File: config.mk
export PLATFORM = sky130hd
export DESIGN_NAME = washing_machine_ctrl
export DESIGN_NICKNAME = d
export VERILOG_FILES = /design/src/rtl/washing_machine_pkg.sv /design/src/rtl/wm_tick_timer.sv /design/src/rtl/washing_machine_ctrl.sv
export SDC_FILE = /design/constraint.sdc
export NUM_CORES = 1
export LEC_CHECK = 0
export CAP_MARGIN = 30
export CORE_MARGIN = 2
export CORE_UTILIZATION = 55
export CTS_CLUSTER_DIAMETER = 50
export CTS_CLUSTER_SIZE = 28
export DETAILED_ROUTE_END_ITERATION = 10
export DONT_BUFFER_PORTS = 1
export PLACE_DENSITY = 0.7
export SYNTH_ARGS = -nofsm -noshare
export SYNTH_HDL_FRONTEND = slang
export SYNTH_SLANG_ARGS = --single-unit
File: constraint.sdc
create_clock -name clk -period 4.5 [get_ports clk]
set_input_delay 0.45 -clock clk [delete_from_list [all_inputs] [get_ports clk]]
set_output_delay 0.45 -clock clk [all_outputs]
set_load 0.02 [all_outputs]
File: src/rtl/washing_machine_pkg.sv
// Shared types and defaults for the washing-machine sequencer.
// The WM_WATCHDOG_EN build option is interpreted in washing_machine_ctrl.
package washing_machine_pkg;

  typedef enum logic [2:0] {
    StIdle,
    StFill,
    StDetergent,
    StWash,
    StDrain,
    StSpin,
    StDone,
    StFault
  } wm_state_e;

  localparam int unsigned DefWashTicks  = 16;
  localparam int unsigned DefRinseTicks = 8;
  localparam int unsigned DefSpinTicks  = 12;
  localparam int unsigned DefNumRinse   = 1;
  localparam int unsigned DefWdogTicks  = 64;
  localparam int unsigned PassW         = 4;

  function automatic int unsigned max_ticks(input int unsigned a, input int unsigned b,
                                            input int unsigned c, input int unsigned d);
    int unsigned m;
    m = a;
    if (b > m) m = b;
    if (c > m) m = c;
    if (d > m) m = d;
    return m;
  endfunction

endpackage

File: src/rtl/wm_tick_timer.sv
// Shared duration timer: synchronous clear, count enable, terminal flag at limit-1.
module wm_tick_timer #(
  parameter int unsigned Width = 8
) (
  input  logic             clk,
  input  logic             reset,
  input  logic             i_clear,
  input  logic             i_enable,
  input  logic [Width-1:0] i_limit,
  output logic             o_terminal
);

  logic [Width-1:0] r_count;

  always_ff @(posedge clk) begin
    if (reset || i_clear) begin
      r_count <= '0;
    end else if (i_enable) begin
      r_count <= r_count + Width'(1);
    end
  end

  assign o_terminal = (r_count == (i_limit - Width'(1)));

endmodule

File: src/rtl/washing_machine_ctrl.sv
// Washing-machine sequencer: Moore FSM with rinse passes, abort path and one shared timer.
// Define WM_WATCHDOG_EN to add the fill/drain watchdog and the FAULT state.
module washing_machine_ctrl
  import washing_machine_pkg::*;
#(
  parameter int unsigned WASH_TICKS  = DefWashTicks,
  parameter int unsigned RINSE_TICKS = DefRinseTicks,
  parameter int unsigned SPIN_TICKS  = DefSpinTicks,
  parameter int unsigned NUM_RINSE   = DefNumRinse,
  parameter int unsigned WDOG_TICKS  = DefWdogTicks
) (
  input  logic             clk,
  input  logic             reset,
  input  logic             door_close,
  input  logic             start,
  input  logic             filled,
  input  logic             detergent_added,
  input  logic             drained,
  input  logic             abort,
  output logic             door_lock,
  output logic             motor_on,
  output logic             fill_valve_on,
  output logic             drain_valve_on,
  output logic             soap_wash,
  output logic             water_wash,
  output logic             done,
  output logic             fault,
  output logic [PassW-1:0] pass_idx
);

  localparam int unsigned TimerW =
      $clog2(max_ticks(WASH_TICKS, RINSE_TICKS, SPIN_TICKS, WDOG_TICKS) + 1);

  wm_state_e         r_state, w_state_next;
  logic [PassW-1:0]  r_pass, w_pass_next;
  logic              r_abort, w_abort_next;
  logic [TimerW-1:0] w_limit;
  logic              w_tmr_en;
  logic              w_tick_done;
  logic              w_last_pass;

  assign w_last_pass = (r_pass == PassW'(NUM_RINSE));

  always_comb begin
    w_limit = TimerW'(SPIN_TICKS);
    case (r_state)
      StWash:         w_limit = (r_pass == '0) ? TimerW'(WASH_TICKS) : TimerW'(RINSE_TICKS);
      StFill, StDrain: w_limit = TimerW'(WDOG_TICKS);
      default:        ;
    endcase
  end

`ifdef WM_WATCHDOG_EN
  assign w_tmr_en = (r_state == StWash) || (r_state == StSpin) ||
                    (r_state == StFill) || (r_state == StDrain);
`else
  assign w_tmr_en = (r_state == StWash) || (r_state == StSpin);
`endif

  // Any state change restarts the timer, so each timed phase starts from zero.
  wm_tick_timer #(
    .Width (TimerW)
  ) u_timer (
    .clk        (clk),
    .reset      (reset),
    .i_clear    (w_state_next != r_state),
    .i_enable   (w_tmr_en),
    .i_limit    (w_limit),
    .o_terminal (w_tick_done)
  );

  always_ff @(posedge clk) begin
    if (reset) begin
      r_state <= StIdle;
      r_pass  <= '0;
      r_abort <= 1'b0;
    end else begin
      r_state <= w_state_next;
      r_pass  <= w_pass_next;
      r_abort <= w_abort_next;
    end
  end

  always_comb begin
    w_state_next = r_state;
    w_pass_next  = r_pass;
    w_abort_next = r_abort;
    case (r_state)
      StIdle: begin
        w_abort_next = 1'b0;
        if (start && door_close) begin
          w_state_next = StFill;
          w_pass_next  = '0;
        end
      end
      StFill: begin
        if (abort) begin
          w_state_next = StDrain;
          w_abort_next = 1'b1;
        end else if (filled) begin
          w_state_next = (r_pass == '0) ? StDetergent : StWash;
`ifdef WM_WATCHDOG_EN
        end else if (w_tick_done) begin
          w_state_next = StFault;
`endif
        end
      end
      StDetergent: begin
        if (abort) begin
          w_state_next = StDrain;
          w_abort_next = 1'b1;
        end else if (detergent_added) begin
          w_state_next = StWash;
        end
      end
      StWash: begin
        if (abort) begin
          w_state_next = StDrain;
          w_abort_next = 1'b1;
        end else if (w_tick_done) begin
          w_state_next = StDrain;
        end
      end
      StDrain: begin
        // An aborted cycle skips the spin once the drum is empty.
        if (abort) begin
          w_state_next = StDone;
        end else if (drained) begin
          w_state_next = r_abort ? StDone : StSpin;
`ifdef WM_WATCHDOG_EN
        end else if (w_tick_done) begin
          w_state_next = StFault;
`endif
        end
      end
      StSpin: begin
        if (abort) begin
          w_state_next = StDone;
        end else if (w_tick_done) begin
          if (w_last_pass) begin
            w_state_next = StDone;
          end else begin
            w_state_next = StFill;
            w_pass_next  = r_pass + PassW'(1);
          end
        end
      end
      StDone: begin
        if (!door_close) w_state_next = StIdle;
      end
      StFault: ;
      default: w_state_next = StIdle;
    endcase
  end

  always_comb begin
    door_lock      = 1'b0;
    motor_on       = 1'b0;
    fill_valve_on  = 1'b0;
    drain_valve_on = 1'b0;
    soap_wash      = 1'b0;
    water_wash     = 1'b0;
    done           = 1'b0;
    fault          = 1'b0;
    case (r_state)
      StIdle: ;
      StFill: begin
        door_lock     = 1'b1;
        fill_valve_on = 1'b1;
      end
      StDetergent: door_lock = 1'b1;
      StWash: begin
        door_lock  = 1'b1;
        motor_on   = 1'b1;
        soap_wash  = (r_pass == '0);
        water_wash = (r_pass != '0);
      end
      StDrain: begin
        door_lock      = 1'b1;
        drain_valve_on = 1'b1;
      end
      StSpin: begin
        door_lock      = 1'b1;
        motor_on       = 1'b1;
        drain_valve_on = 1'b1;
      end
      StDone: done = 1'b1;
      StFault: begin
        door_lock = 1'b1;
`ifdef WM_WATCHDOG_EN
        fault     = 1'b1;
`endif
      end
      default: ;
    endcase
  end

  assign pass_idx = r_pass;

endmodule

==> results.ini <==
[run_status]
outcome=finished clean

[critical_path]
slowest_stage=dfxtp_1
path_max_fanout=13
cpPeakStageDelay_ps=540
crit_required_ps=4650
arrival_ps=3030
critPathCaptureType=flop
crit_chain=inv_1 -> ha_1 -> nor3b_1 -> or3_4 -> a221oi_4 -> nand4_1 -> a211oi_2 -> nor4_1
critPathLaunchType=flop
crit_type=flop to flop

[pwr]
clkPwrFrac=0.317
power.density_nw_per_um2=224
swShare=0.288
ir_drop_uv=123
leakage_nw=0.437
p_switching_mw=0.0726
share_comb_of_total_power=0.127
p_seq_frac=0.557
internal-power_mw=0.180

[floorplan]
dieWidth_um=49.1
coreArea_sq_um=1940
io_pins=20
floorplan.initialDensity=0.576
die_area_sq_um=2410
rows=16
die_h_um=49.1

[clock_network]
ctsHoldBuffers=0
tritoncts=yes
clkLatencyLatePin_ps=290
htreeDepth=1
clk_pin_slew_worst_paths_ps=100
clock_tree.buffer_depth=2
cts_setup_buffers=0
cts-root-buf=clkbuf_4
ctsResizeCount=0
cts_buffers=3
clock-sinks=15

[yosys]
synth_async_sr_flop_share=0
avgSynthCellArea_sq_um=8.05
synthTopCellsByArea=dfxtp_1, xor2_1, ha_1, nor4_1, a21oi_1
synth_largest_area_cell=dfxtp_1
yosysSeqAreaShare=0.268
synth_flop_cell=dfxtp_1
ys_warn_count=0
synth_cells=139
synth_edf_count=0
synth_cell_types=47
syn-num-nets=151
synth_top_area_frac=0.268
syn_area_sq_um=1120
ys_seq_elements=15

[placement]
place_congestion=0.851
dpl.hpwl_um=1810
portBuffers=0

[timing]
finalSetupTns_ps=0
finalCritPeriodShare=0.641
finalSetupViolations=0
finalHoldViolCount=0
hold_slack_ps=215
tightestPinTransition_ps=746
slew_headroom=0.502
drv_slew=0
skew_ps=11.8
max_freq_mhz=347
rsz0062_at_grt=false
layout_min_cycle_time_ps=2880

[grt]
antenna_found_initial=0
grt_max_degree=26
grt_pass1_vias=944
grt_pass1_wl_um=4220
grt-ovfl-total=0
grtUsageTotal=0.223

[finish]
fillers=186
nNetsFinal=147
drive_gt1_frac=0.0597
synthToLayoutAreaGrowth_pct=0.671
diodes=0

[drt]
first_pass_iters=4
routedWlPerCell_um=15.6
drtIter0Drc=32
route.detailed.drc=0
ant_nets=0
route.vias.total=1038
wirelength_um=2520
avgViaCountPerCell=6.45

[job]
drv_cap=0

[worst_hold_path]
hp-class=primary input to flop

[stage by stage]
step	util	instance area [sq um]	instances	setup slack, ps	total power [mW]
after global placement	0.566	1100	157	1730	0.174
after global routing	0.580	1130	161	1360	0.262
after CTS	0.580	1130	161	1640	0.253
after floorplan	-	1120	139	2140	0.173
after detailed placement	0.566	1100	157	1690	0.175
final	0.580	1130	161	1620	0.253
[final timing paths]
| check | slack [ps] | from | depth (start not counted) | endpoint |
|---|---|---|---|---|
| setup / recovery | 1620 | pass_idx[0]$_SDFFE_PP0P_ | 8 | u_timer.r_count[1]$_SDFFE_PP0P_ |
| hold / removal | 220 | reset | 1 | r_state[0]$_SDFF_PP0_ |
| setup reg to reg | 1620 | pass_idx[0]$_SDFFE_PP0P_ | 8 | u_timer.r_count[1]$_SDFFE_PP0P_ |
| hold reg to reg | 540 | r_abort$_SDFFE_PP0P_ | 2 | r_abort$_SDFFE_PP0P_ |
[flip-flops by register name (all words and copies together), names as in the netlist]
register and count:
r_state 3, u_timer.r_count 7, r_abort 1, pass_idx 4
[cells in the final DEF (no fill, tap or decap), types with 3 or more instances in the layout]
cell,count
a21oi_1,8
and3_1,5
clkbuf_4,3
dfxtp_1,15
ha_1,4
inv_1,8
nand2_1,8
nand2b_1,3
nand3_1,7
nor2_1,10
nor3_1,8
nor4_1,7
xor2_1,8
[critical path: cells and delay by family, from the launching register on]
| kind | cells | cell delay (ps) |
|---|---|---|
| compound gates | 2 | 980 |
| simple gates | 4 | 880 |
| flops | 1 | 540 |
| fa+ha+maj | 1 | 220 |
| buf+inv | 1 | 110 |
[metal layers]
layer	part of all wire	routed length (um)	GRT usage
met2	0.42	1070	0.315
met1	0.50	1260	0.324
met3	0.071	179	0.0491
met4	0.0060	15	0.0952
met5	0	0	0
[cells in the mapped netlist (2+ instances only)]
library cell and count:
nand2b_1 3, clkbuf_1 2, and2_1 2, and3b_1 2
nor3_1 8, nand3_1 7, nor2_1 10, ha_1 4
and3_1 5, o311ai_0 2, o211ai_1 2, nor4_1 7
xnor2_1 2, a21oi_1 8, a31oi_1 2, buf_4 2
nand2_1 8, xor2_1 8, dfxtp_1 15, buf_2 3
a211oi_1 2, inv_1 8, o31ai_1 2, nand4_1 2
[power by group through the flow]
stage,registers [mW],logic [mW],clock network (mW)
2_1_floorplan,0.139,0.0337,0
3_3_place_gp,0.143,0.0310,0
3_5_place_dp,0.143,0.0313,0
4_1_cts,0.140,0.0316,0.0807
5_1_grt,0.141,0.0353,0.0853
6_report,0.141,0.0320,0.0799
[cell families after synthesis]
kind of cell    count (synthesis)  synth area share
mux                             1           0.00895
xor+xnor                       10            0.0783
buf+inv                        17            0.0738
fa+ha+maj                       4            0.0447
compound gates                 29             0.213
other cells                     1           0.00335
simple gates                   62             0.310
flops                          15             0.268
[area by class of cell]
cell class | instances | area, sq um | share of cell area
Multi-Input combinational cell | 107 | 736 | 0.653
Sequential cell | 15 | 300 | 0.267
Tap cell | 27 | 33.8 | 0.0300
Inverter | 8 | 30.0 | 0.0267
Clock buffer | 4 | 26.3 | 0.0233
Note: power is estimated with default switching activity, not from simulation.
